`src/rtl/bcd_scan_counter.sv`:
```
// bcd_scan_counter: four-digit BCD up/down counter with a free-running digit
// scanner that presents one nibble at a time to a downstream 7-seg decoder.
module bcd_scan_counter #(
   parameter int unsigned SCAN_DIV = 4
) (
   input  logic        clk,
   input  logic        rst_n,
   input  logic        Clear,
   input  logic        Load,
   input  logic [15:0] LoadVal,
   input  logic        Up,
   input  logic        Down,
   output logic [15:0] Count,
   output logic [3:0]  BCDOut,
   output logic [3:0]  DigitSel,
   output logic        Carry,
   output logic        Borrow
);

   localparam logic [15:0] PRE_LAST = 16'(SCAN_DIV - 1);

   logic [15:0] count_q, count_d;
   logic        carry_q, carry_d;
   logic        borrow_q, borrow_d;
   logic [15:0] pre_q, pre_d;
   logic [1:0]  idx_q, idx_d;

   logic [15:0] inc_val, dec_val, load_sat;
   logic [4:0]  inc_chain, dec_chain;

   assign inc_chain[0] = 1'b1;
   assign dec_chain[0] = 1'b1;

   // per-digit ripple: carry/borrow propagates through digits sitting at 9/0
   for (genvar g = 0; g < 4; g++) begin : g_dig
      logic [3:0] dig;
      assign dig = count_q[4*g +: 4];
      assign inc_val[4*g +: 4]  = inc_chain[g] ? ((dig == 4'd9) ? 4'd0 : dig + 4'd1) : dig;
      assign inc_chain[g+1]     = inc_chain[g] & (dig == 4'd9);
      assign dec_val[4*g +: 4]  = dec_chain[g] ? ((dig == 4'd0) ? 4'd9 : dig - 4'd1) : dig;
      assign dec_chain[g+1]     = dec_chain[g] & (dig == 4'd0);
      assign load_sat[4*g +: 4] = (LoadVal[4*g +: 4] > 4'd9) ? 4'd9 : LoadVal[4*g +: 4];
   end

   // next count and wrap flags, in priority order
   always_comb begin
      count_d  = count_q;
      carry_d  = 1'b0;
      borrow_d = 1'b0;
      if (Clear) begin
         count_d = 16'h0000;
      end else if (Load) begin
         count_d = load_sat;
      end else if (Up && Down) begin
         count_d = count_q;
      end else if (Up) begin
         count_d = inc_val;
         carry_d = inc_chain[4];
      end else if (Down) begin
         count_d  = dec_val;
         borrow_d = dec_chain[4];
      end
   end

   // prescaler and digit index, independent of count activity
   always_comb begin
      pre_d = pre_q + 16'd1;
      idx_d = idx_q;
      if (pre_q >= PRE_LAST) begin
         pre_d = 16'd0;
         idx_d = idx_q + 2'd1;
      end
   end

   // state registers
   always_ff @(posedge clk or negedge rst_n) begin
      if (!rst_n) begin
         count_q  <= 16'h0000;
         carry_q  <= 1'b0;
         borrow_q <= 1'b0;
         pre_q    <= 16'd0;
         idx_q    <= 2'd0;
      end else begin
         count_q  <= count_d;
         carry_q  <= carry_d;
         borrow_q <= borrow_d;
         pre_q    <= pre_d;
         idx_q    <= idx_d;
      end
   end

   // scan outputs decoded straight from registers
   always_comb begin
      case (idx_q)
         2'd0:    BCDOut = count_q[3:0];
         2'd1:    BCDOut = count_q[7:4];
         2'd2:    BCDOut = count_q[11:8];
         default: BCDOut = count_q[15:12];
      endcase
      DigitSel = ~(4'b0001 << idx_q);
   end

   assign Count  = count_q;
   assign Carry  = carry_q;
   assign Borrow = borrow_q;

endmodule

```
`config.mk`:
```
export PLATFORM = sky130hd
export DESIGN_NAME = bcd_scan_counter
export DESIGN_NICKNAME = d
export VERILOG_FILES = /design/src/rtl/bcd_scan_counter.sv
export SDC_FILE = /design/constraint.sdc
export NUM_CORES = 1
export LEC_CHECK = 0
export CAP_MARGIN = 30
export CORE_ASPECT_RATIO = 0.75
export CORE_MARGIN = 2
export CORE_UTILIZATION = 51
export DETAILED_ROUTE_END_ITERATION = 12
export PLACE_DENSITY_LB_ADDON = 0.05
export SKIP_CTS_REPAIR_TIMING = 1
export SLEW_MARGIN = 20
export SYNTH_ARGS = -nofsm -noshare
export SYNTH_HDL_FRONTEND = slang
export SYNTH_SLANG_ARGS = --single-unit
```
`constraint.sdc`:
```
create_clock -name clk -period 2.2 [get_ports clk]
set_input_delay 0.22 -clock clk [delete_from_list [all_inputs] [get_ports clk]]
set_output_delay 0.22 -clock clk [all_outputs]
set_load 0.01 [all_outputs]
```
==> impl_metrics.toml <==
[drt]
dr.pass1.iters = 5
vias = 2368
drc = 0
drt_iter0_drc = 144
antenna_left = 0
avgRoutedWirePerCell_um = 15.98
routed_wirelength_mm = 6.617
vias_per_cell = 5.720

[job]
maxCapViolCount = 0

[clock_tree]
h-tree-depth = 2
clk_pin_slew_ns = 0.08
tritoncts = "yes"
cts_made_buffers = 5
insertion_delay_ns = 0.30
cts.root.buffer_cell = "clkbuf_8"
clockBufferDepth = 2
cts.sinks = 36

[pwr]
power_density_nw_per_um2 = 545.7
max-vdd-ir-drop_uv = 502.7
cellLeakagePower_nw = 1.451
p_total_mw = 1.803

[final_layout]
drive_above_1_share = 0.1102
final_common_cell = "clkdlybuf4s50_1"
antennaDiodeCount = 0
layout_common_cells = "clkdlybuf4s50_1, dfrtp_1, inv_1"
fillers = 417
area_growth_pct = 32.00
final_nets = 393

[timing]
maxSlewViolCount = 0
finalCritPeriodShare = 0.9222
clock.fmax_ghz = 0.4929
postLayoutSetupSlackWorst_ns = 0.1713
rsz0062_at_grt = "no"
setup_viol = 0
tns_ns = 0
hold_violations = 0
layout_min_cycle_time_ns = 2.029
finClkSkew_ns = 0.006594

[setup_path]
endpoint_kind = "primary output"
critical_path_class = "flop to primary output"
cp-start-kind = "flop"
worst-endpoint-arrival_ns = 1.81
rr_startpoint = "Count[0]"
cp_max_fo = 5
critPathRequiredTime_ns = 1.98
rr_endpoint = "Count[8]"
reg2reg_slack_ns = 0.22
rr_worst_depth = 6

[logic_synthesis]
synthArstFlopShare = 1.000
netlist_area_sq_um = 2502
ys_types = 58
yosysSeqAreaShare = 0.3600
ys_seq_elements = 36
ys.warnings.count = 0
syn_avg_cell_area_sq_um = 9.001
synth_edf_count = 0
synth_ff_type = "dfrtp_1"
syn_inst = 278

[floorplanning]
start_util = 0.5195
die-area_sq_um = 5489
fp.dieW_um = 84.89
io_pins = 48
coreArea_sq_um = 4817
rows = 22
die_y_um = 64.67

[global_routing]
grt_remaining_overflow = 0
antenna_found_initial = 0
grt_pass1_vias = 2193
track_usage = 0.2531
grt_first_pass_wirelength_mm = 10.87
grt_max_degree = 37

[placement]
place.gp.congestion = 0.8830
pre_cts_ws_ns = 0.1779
portBuffers = 47
dp_hpwl_mm = 4.965

[hold_path]
hold_class = "input pin to asynchronous set/reset pin"

[status]
outcome = "finished clean"
## area by class of cell
| class | count | area [sq um] | share of cell area |
|---|---|---|---|
| Inverter | 29 | 108.9 | 0.03295 |
| Sequential cell | 36 | 900.9 | 0.2727 |
| Clock buffer | 5 | 68.82 | 0.02083 |
| Tap cell | 60 | 75.07 | 0.02273 |
| Clock inverter | 3 | 23.77 | 0.007197 |
| Multi-Input combinational cell | 212 | 1480 | 0.4481 |
| Timing Repair Buffer | 69 | 645.6 | 0.1955 |
## metal layers
layer	share of wire	up-vias	GRT usage
met5	0	-	0
met4	0.0059	0	0.03571
met3	0.067	4	0.05732
met2	0.45	85	0.3996
met1	0.48	1131	0.3656
li1	-	1148	-
## stage by stage
stage                     cell area (sq um)  utilization  std cells  hold WS (ns)
after floorplan                        2551            -        291      -0.07559
after global placement                 3186       0.6613        404        0.4205
after detailed placement               3186       0.6613        404        0.4269
after CTS                              3278       0.6805        412        0.3489
after global routing                   3303       0.6857        414        0.3682
final                                  3303       0.6857        414        0.3330
## flip-flops by register name, indices dropped and copies added (netlist names)
| name | flops |
|---|---|
| Carry | 1 |
| idx_q | 2 |
| Borrow | 1 |
| Count | 16 |
| pre_q | 16 |
## Yosys cell counts, types with 2 or more instances
| cell type | number | share of area |
|---|---|---|
| nand2_1 | 15 | 0.022 |
| o32ai_1 | 2 | 0.0070 |
| nor2_1 | 13 | 0.020 |
| nor3b_1 | 3 | 0.0090 |
| inv_1 | 28 | 0.042 |
| and3b_1 | 3 | 0.011 |
| nor2b_1 | 7 | 0.017 |
| mux2i_1 | 7 | 0.028 |
| nand4_1 | 2 | 0.0050 |
| a311oi_1 | 4 | 0.014 |
| clkbuf_1 | 10 | 0.015 |
| a21oi_1 | 17 | 0.034 |
| nand3b_1 | 4 | 0.012 |
| nor4_1 | 4 | 0.010 |
| o21ai_1 | 2 | 0.0040 |
| a211oi_1 | 4 | 0.012 |
| nand3_1 | 11 | 0.022 |
| nor3_1 | 6 | 0.012 |
| a31oi_1 | 4 | 0.010 |
| o21ai_0 | 19 | 0.038 |
| dfrtp_1 | 36 | 0.36 |
| o21bai_1 | 3 | 0.0090 |
| o22ai_1 | 2 | 0.0050 |
| buf_1 | 2 | 0.0030 |
| o31ai_1 | 4 | 0.012 |
| o211ai_1 | 4 | 0.012 |
| ha_1 | 18 | 0.090 |
| nand2b_1 | 11 | 0.028 |
| a222oi_1 | 4 | 0.016 |
## cell families (layout without fill, tap and decap cells)
group,Yosys count,count (layout),share of synthesized area
AND/OR/NAND/NOR,87,87,0.2015
AO/OA/AOI/OAI,82,82,0.2305
buffers and inverters,43,106,0.06800
flip-flops,36,36,0.3600
adder cells (fa/ha/maj),18,18,0.09000
multiplexers,9,9,0.04150
XOR/XNOR,2,2,0.007001
other,1,14,0.001499
## how the worst max path moves through the flow
stage	to	slack (ns)	depth (start not counted)	startpoint
finish	BCDOut[3]	0.17	5	idx_q[0]
detailed placement	BCDOut[3]	0.18	5	idx_q[0]
global placement	BCDOut[0]	0.24	5	idx_q[0]
CTS	BCDOut[3]	-0.15	5	idx_q[0]
floorplan	Count[10]	0.35	6	Count[0]
global route	Count[8]	0.05	6	Count[0]
## critical path: stages, from the launching register on
cell and delay [ns]:
dfrtp_1 0.41, buf_4 0.15, ha_1 0.24, a222oi_1 0.37
mux2i_1 0.14, dlymetal6s2s_1 0.20
## power by group
| group | internal (mW) | switching, mW |
|---|---|---|
| clock network | 0.224 | 0.271 |
| registers | 0.701 | 0.0552 |
| logic | 0.268 | 0.283 |
| total | 1.19 | 0.609 |
Note: power is estimated with default switching activity, not from simulation.
